==> config.mk <==
export PLATFORM = sky130hd
export DESIGN_NAME = serial_chunk_adder_flat
export DESIGN_NICKNAME = d
export VERILOG_FILES = /design/src/rtl/serial_chunk_adder_if.sv /design/src/rtl/serial_chunk_adder.sv /design/src/flat_wrapper.sv
export SDC_FILE = /design/constraint.sdc
export NUM_CORES = 1
export LEC_CHECK = 0
export ABC_AREA = 1
export CAP_MARGIN = 20
export CELL_PAD_IN_SITES_DETAIL_PLACEMENT = 1
export CELL_PAD_IN_SITES_GLOBAL_PLACEMENT = 2
export CORE_UTILIZATION = 36
export DETAILED_ROUTE_END_ITERATION = 16
export DONT_BUFFER_PORTS = 1
export PLACE_DENSITY = 0.85
export SLEW_MARGIN = 25
export SYNTH_ARGS = -nofsm -noshare
export SYNTH_HDL_FRONTEND = slang
export SYNTH_SLANG_ARGS = --single-unit
==> constraint.sdc <==
create_clock -name clk -period 3.3 [get_ports clk]
set_clock_uncertainty 0.1 [all_clocks]
set_input_delay 0.66 -clock clk [delete_from_list [all_inputs] [get_ports clk]]
set_output_delay 0.66 -clock clk [all_outputs]
set_load 0.1 [all_outputs]
==> src/rtl/serial_chunk_adder_if.sv <==
// rtl/serial_chunk_adder_if.sv - start/operand/result bundle for serial_chunk_adder
interface serial_chunk_adder_if #(
  parameter int WIDTH = 16
) ();
  logic             start;
  logic [WIDTH-1:0] a;
  logic [WIDTH-1:0] b;
  logic             cin;
  logic             busy;
  logic             done;
  logic [WIDTH-1:0] s;
  logic             cout;
  logic             ovf;

  modport master (
    output start, a, b, cin,
    input  busy, done, s, cout, ovf
  );

  modport slave (
    input  start, a, b, cin,
    output busy, done, s, cout, ovf
  );
endinterface

==> src/rtl/serial_chunk_adder.sv <==
// rtl/serial_chunk_adder.sv - multi-cycle adder processing CHUNK bits per clock
module serial_chunk_adder #(
  parameter int WIDTH = 16,
  parameter int CHUNK = 4
) (
  input  logic                 clk,
  input  logic                 rst_n,
  serial_chunk_adder_if.slave  bus
);

  localparam int NCH   = WIDTH / CHUNK;
  localparam int IDX_W = (NCH > 1) ? $clog2(NCH) : 1;
  localparam logic [IDX_W-1:0] LAST_IDX = IDX_W'(NCH - 1);

  localparam logic [1:0] S_IDLE = 2'd0;
  localparam logic [1:0] S_ADD  = 2'd1;
  localparam logic [1:0] S_DONE = 2'd2;

  logic [1:0]       state_q, state_d;
  logic [IDX_W-1:0] idx_q, idx_d;
  logic             carry_q, carry_d;
  logic [WIDTH-1:0] a_q, a_d;
  logic [WIDTH-1:0] b_q, b_d;
  logic [WIDTH-1:0] s_q, s_d;
  logic             cout_q, cout_d;
  logic             ovf_q, ovf_d;

  logic [CHUNK-1:0] a_ch;
  logic [CHUNK-1:0] b_ch;
  logic [CHUNK:0]   ch_sum;
  logic             msb_cin;

  // Pick the operand chunk addressed by the current index
  always_comb begin
    a_ch = '0;
    b_ch = '0;
    for (int k = 0; k < NCH; k++) begin
      if (idx_q == IDX_W'(k)) begin
        a_ch = a_q[k*CHUNK +: CHUNK];
        b_ch = b_q[k*CHUNK +: CHUNK];
      end
    end
  end

  assign ch_sum = {1'b0, a_ch} + {1'b0, b_ch} + {{CHUNK{1'b0}}, carry_q};

  // Carry into the chunk's top bit, recovered from that bit's sum; on the
  // last chunk this is the carry into bit WIDTH-1.
  assign msb_cin = a_ch[CHUNK-1] ^ b_ch[CHUNK-1] ^ ch_sum[CHUNK-1];

  // Next-state logic: accept in IDLE/DONE, one chunk per cycle in ADD
  always_comb begin
    state_d = state_q;
    idx_d   = idx_q;
    carry_d = carry_q;
    a_d     = a_q;
    b_d     = b_q;
    s_d     = s_q;
    cout_d  = cout_q;
    ovf_d   = ovf_q;
    case (state_q)
      S_ADD: begin
        for (int k = 0; k < NCH; k++) begin
          if (idx_q == IDX_W'(k)) begin
            s_d[k*CHUNK +: CHUNK] = ch_sum[CHUNK-1:0];
          end
        end
        carry_d = ch_sum[CHUNK];
        if (idx_q == LAST_IDX) begin
          state_d = S_DONE;
          idx_d   = '0;
          cout_d  = ch_sum[CHUNK];
          ovf_d   = msb_cin ^ ch_sum[CHUNK];
        end else begin
          idx_d = idx_q + IDX_W'(1);
        end
      end
      default: begin
        // IDLE and DONE both accept a new request; start in ADD never reaches here
        if (bus.start) begin
          a_d     = bus.a;
          b_d     = bus.b;
          carry_d = bus.cin;
          idx_d   = '0;
          state_d = S_ADD;
        end else begin
          state_d = S_IDLE;
        end
      end
    endcase
  end

  // State registers with asynchronous clear
  always_ff @(posedge clk or negedge rst_n) begin
    if (!rst_n) begin
      state_q <= S_IDLE;
      idx_q   <= '0;
      carry_q <= 1'b0;
      a_q     <= '0;
      b_q     <= '0;
      s_q     <= '0;
      cout_q  <= 1'b0;
      ovf_q   <= 1'b0;
    end else begin
      state_q <= state_d;
      idx_q   <= idx_d;
      carry_q <= carry_d;
      a_q     <= a_d;
      b_q     <= b_d;
      s_q     <= s_d;
      cout_q  <= cout_d;
      ovf_q   <= ovf_d;
    end
  end

  assign bus.busy = (state_q == S_ADD);
  assign bus.done = (state_q == S_DONE);
  assign bus.s    = s_q;
  assign bus.cout = cout_q;
  assign bus.ovf  = ovf_q;

endmodule

==> src/flat_wrapper.sv <==
// flat-port wrapper written by rule: the top's interface ports become plain ports
module serial_chunk_adder_flat 
#(
  parameter int WIDTH = 16,
  parameter int CHUNK = 4
)
  (clk, rst_n, bus_start, bus_a, bus_b, bus_cin, bus_busy, bus_done, bus_s, bus_cout, bus_ovf);
  serial_chunk_adder_if #(.WIDTH(WIDTH)) bus_i ();
  input  logic clk;
  input  logic rst_n;
  input wire logic [$bits(bus_i.start)-1:0] bus_start;
  input wire logic [$bits(bus_i.a)-1:0] bus_a;
  input wire logic [$bits(bus_i.b)-1:0] bus_b;
  input wire logic [$bits(bus_i.cin)-1:0] bus_cin;
  output wire logic [$bits(bus_i.busy)-1:0] bus_busy;
  output wire logic [$bits(bus_i.done)-1:0] bus_done;
  output wire logic [$bits(bus_i.s)-1:0] bus_s;
  output wire logic [$bits(bus_i.cout)-1:0] bus_cout;
  output wire logic [$bits(bus_i.ovf)-1:0] bus_ovf;
  assign bus_i.start = bus_start;
  assign bus_i.a = bus_a;
  assign bus_i.b = bus_b;
  assign bus_i.cin = bus_cin;
  assign bus_busy = bus_i.busy;
  assign bus_done = bus_i.done;
  assign bus_s = bus_i.s;
  assign bus_cout = bus_i.cout;
  assign bus_ovf = bus_i.ovf;
  serial_chunk_adder #(.WIDTH(WIDTH), .CHUNK(CHUNK)) u_core (.clk(clk), .rst_n(rst_n), .bus(bus_i));
endmodule
Word level (Yosys, flattened, before mapping). Cells that the tools add are included.

Shift operators: 0. Div/mod/pow operators: 0. Muxes and demuxes: 16. Bitwise gates (word level): 4. Reduce and logical (&&, ||, !) cells: 7. Magnitude comparators: 0. Multipliers: 0. Eq/ne operators: 6. Add/sub/neg operators: 3.

Operators by type and width (number): $mux 4 (8); $mux 2 (5); $reduce_and 2->1 (5); $eq 2x2->1 const B (3); $add 4x4->5 (1); $add 5x1->5 (1); $eq 2x1->1 const B (2); $mux 1 (3); $xor 1x1->1 (3); $add 2x1->2 const B (1); $logic_not 2->1 (1); $ne 2x1->1 const B (1); $reduce_bool 2->1 (1); $not 1->1 (1).

RAM bits: 0. Bits in registers: 55. Bits in read-only memories: 0. Word-level logic and storage cells: 47. Input port bits: 36. Latch bits: 0. Memories kept: 0. Output and inout port bits: 20.

Longest topological paths before layout.
Word-level depth: 9. Depth in mapped cells: 18. Gate-level depth less buffers: 18.

Least setup slack after synthesis. Ideal clock, no wire load.

Path kind: register -> output. Start point: reg u_core.state_q[0]. End point: out bus_done. Arrival: 1.667 ns. Required time: 2.540 ns. Buffers on the path: 0. Setup slack: 0.873 ns. Stages on the path, launching flop included: 2. Cells stage by stage: dfrtp_1 > nor2_1.

Cells in the longest elaborated chain, start to end: 1.

RTL lines: start: declaration (RTL line serial_chunk_adder.sv:19) `logic [1:0] state_q, state_d;`; start signal: assignment (RTL line serial_chunk_adder.sv:105) `state_q <= state_d;`; $eq 2x2->1 (RTL line serial_chunk_adder.sv:117) `assign bus.done = (state_q == S_DONE);`; end: declaration (RTL line flat_wrapper.sv:16) `output wire logic [$bits(bus_i.done)-1:0] bus_done;`.

No other way between the ends.

Final worst setup path.
Start point: reg u_core.idx_q[0]. End point: reg u_core.ovf_q (netlist: u_core.bus.ovf).

Cells in the longest elaborated chain, start to end: 9. Elaborated cells on any way between the ends: 18. Those cells by class: add/sub: 2; eq/ne: 3; mux: 8; bitwise: 3; reduce/logical: 2.

RTL lines: start: declaration (RTL line serial_chunk_adder.sv:20) `logic [IDX_W-1:0] idx_q, idx_d;`; start signal: assignment (RTL line serial_chunk_adder.sv:106) `idx_q <= idx_d;`; $logic_not 2->1 (RTL line serial_chunk_adder.sv:38) `if (idx_q == IDX_W'(k)) begin`; $mux 4 (4 in series) (RTL line serial_chunk_adder.sv:38); $add 4x4->5 (RTL line serial_chunk_adder.sv:45) `assign ch_sum = {1'b0, a_ch} + {1'b0, b_ch} + {{CHUNK{1'b0}}, carry_q};`; $add 5x1->5 (RTL line serial_chunk_adder.sv:45); $xor 1x1->1 (RTL line serial_chunk_adder.sv:49) `assign msb_cin = a_ch[CHUNK-1] ^ b_ch[CHUNK-1] ^ ch_sum[CHUNK-1];`; $xor 1x1->1 (RTL line serial_chunk_adder.sv:73) `ovf_d = msb_cin ^ ch_sum[CHUNK];`; end signal: assignment (RTL line serial_chunk_adder.sv:112) `ovf_q <= ovf_d;`; end: declaration (RTL line serial_chunk_adder.sv:26) `logic ovf_q, ovf_d;`.

Several ways; a longest one is shown, not always the timed one. A chain may end at the register's enable or synchronous reset.

==> impl_results.md <==
* Worst Setup Start Kind: flop
* Vias in the first global route at 2151
* TritonCTS buffer count at 5
* Gate Count Post-Synth at 326
* Top_reg_cell synth: dfrtp_1
* Final hold vios at 0
* Async set or reset register ratio after synthesis at 100%
* Sequential cell area at 1380 um^2
* Final Cycle Share at 87.0%
* Most used cell, CP: nand2_1
* Area taken by multi-input logic gates at 1120 um^2
* Final slew viol count at 0
* Synth top cells by count: nand2_1, dfrtp_1, a21oi_1, inv_1, nand3_1
* Antenna cell count at 0
* Global-route wire length before repair at 10600 um
* Netlist Area Pre-Place at 2640 um^2
* Effective utilization at floorplan at 38.1%
* Final Wtd Congestion at 0.782
* Initial DRC Count at 76
* Worst slew pin tran at 0.933 ns
* Htree depth at 2
* Routed vias/inst at 4.73
* Worst hold path class: primary input to async pin
* CTS tree: yes
* Post-Syn Nets at 371
* CP peak stage delay at 0.42 ns
* Core Region at 6940 um^2
* Grt total ovfl at 0
* Outcome: finished, final reports clean
* Die H at 87.7 um
* RSZ-0062 raised after global routing: false
* Largest net degree at the start of global routing at 56
* Max FO, Critical Path at 10
* Reg2Reg Launch Point: u_core.idx_q[0]$_DFFE_PN0P_
* Deepest clock path buffer count at 2
* # setup viols final at 0
* Vias at 2002
* Fillcell total at 856
* Worst path cell trace: inv_1 > ha_1 > inv_2 > o211ai_1 > nand2_1 > fa_1 > inv_1 > fa_1 > inv_1 > nand2_1 > nand2_1 > nand2_1 > nand2_1 > nand3_1 > nand2_1
* Register area share after synthesis at 52.1%
* DIE AREA at 7690 um^2
* Layout cell share with drive strength beyond 1 at 7.65%
* CP Capture Type: flop
* DRC at 0
* Largest cells by area after synthesis: dfrtp_1, nand2_1, ha_1, a21oi_1, o211ai_1
* Final ANT Viol Nets at 0
* CP Data Arrival Time at 2.97 ns
* Final Critical Period at 2.87 ns
* Crit Path Category: flop to flop
* Clock Latency Late Sink at 0.31 ns
* Req. time, crit path at 3.40 ns
* Yosys cell types at 22
* Final Net Count at 371
* DR pass1 iterations at 4
* Post-synth EDFFs at 0
* Worst-path clk slew at 0.09 ns
* TNS Setup at 0 ns
* Post-CTS Setup Bufs at 0
* Max cap viols at 0
* Root buf cell: clkbuf_8
* Yosys reg bits at 55
* WL final at 6150 um
* Max-slew headroom at 37.8%
* Initial antenna violation count at 0
* Die Width at 87.7 um
* FP Rows at 30
* Slowest-stage cell, CP: ha_1
* IO buf count at 0
* Clock Sink Count at 55
* Flop2flop setup slack at 0.43 ns
* HPWL Detailed at 4580 um
* Yosys top cell area share at 52.1%
* R2r worst-path depth at 15
* Synth area leader: dfrtp_1
* Mean Syn Cell Area at 8.11 um^2
* P&R area growth vs syn at 7.81%
* Routed len/inst at 14.5 um
* F_max at 0.348 GHz
* Total GRT Usage at 18.0%
* Ports at 56
* Reg2reg end: u_core.bus.ovf$_DFFE_PN0P_
* Most frequent cell after synthesis: nand2_1
* Synth Warn # at 0
how the worst max path moves through the flow:
stage,startpoint,to,depth (start not counted)
2_1_floorplan,u_core.state_q[0]$_DFFE_PN0P_,bus_done,1
6_report,u_core.idx_q[0]$_DFFE_PN0P_,u_core.bus.ovf$_DFFE_PN0P_,15
3_5_place_dp,u_core.idx_q[0]$_DFFE_PN0P_,u_core.bus.ovf$_DFFE_PN0P_,15
3_3_place_gp,u_core.idx_q[0]$_DFFE_PN0P_,u_core.bus.ovf$_DFFE_PN0P_,15
4_1_cts,u_core.idx_q[0]$_DFFE_PN0P_,u_core.bus.ovf$_DFFE_PN0P_,15
5_1_grt,u_core.idx_q[0]$_DFFE_PN0P_,u_core.bus.ovf$_DFFE_PN0P_,15
critical path: cells and delay by family (launching register included):
family | cells | cell delay (ns)
flip-flops | 1 | 0.41
adder cells (fa/ha/maj) | 3 | 1.03
buffers and inverters | 4 | 0.45
AND/OR/NAND/NOR | 7 | 0.54
AO/OA/AOI/OAI | 1 | 0.23
timing repair:
action                    4_1_cts  5_1_grt
hold endpoints to repair       55        0
resized for setup               0        0
hold buffers                    1        0
routing by layer:
layer	GRT usage [%]	share of wire [%]	vias to the layer above	wire [um]
li1	-	-	1010	-
met1	23.6	48	949	2980
met2	30.5	47	39	2910
met3	3.68	3.4	4	211
met4	4.92	0.86	0	53
met5	0	0	-	0
layout by cell type (no fill, tap or decap), drive strengths merged:
cell	Yosys	final
a21oi	12	12
buf	9	2
bufinv	0	1
clkbuf	0	6
clkinv	0	1
dfrtp	55	55
fa	2	2
ha	7	7
inv	19	19
nand2	183	183
nand3	9	9
nor2	11	11
o211ai	7	7
o21ai	9	9
or2	2	2
xnor2	1	1
layout make-up:
cell class	count	area share (%)
inverters	19	2.68
clock buffers	6	2.90
multi-input cells	243	39.4
repair buffers	2	1.23
flip-flops and latches	55	48.3
well taps	96	4.22
clock inverters	2	1.23
through the flow:
| stage | worst slack (ns) | cells | cell area, um^2 | hold slack, ns | utilization [%] |
|---|---|---|---|---|---|
| after detailed placement | 0.428 | 414 | 2700 | 0.266 | 38.9 |
| after global routing | 0.132 | 423 | 2850 | 0.0992 | 41.0 |
| after CTS | 0.403 | 423 | 2850 | 0.108 | 41.0 |
| final | 0.429 | 423 | 2850 | 0.0931 | 41.0 |
| after global placement | 0.496 | 414 | 2700 | 0.266 | 38.9 |
| after floorplan | 0.873 | 326 | 2640 | 0.264 | - |
kinds of logic after synthesis:
logic type / synth area share [%]
flops: 52.1
compound gates: 5.97
buf+inv: 5.49
simple gates: 31.3
xor+xnor: 0.331
fa+ha+maj: 4.83
registers in the layout, summed over array words and instances, names as in the netlist:
register	flops
u_core.bus.cout	1
u_core.idx_q	2
u_core.bus.ovf	1
u_core.bus.s	16
u_core.carry_q	1
u_core.state_q	2
u_core.b_q	16
u_core.a_q	16
Power is not shown: default switching activity piles up to over one toggle a cycle in this logic, so the estimate is an artifact.
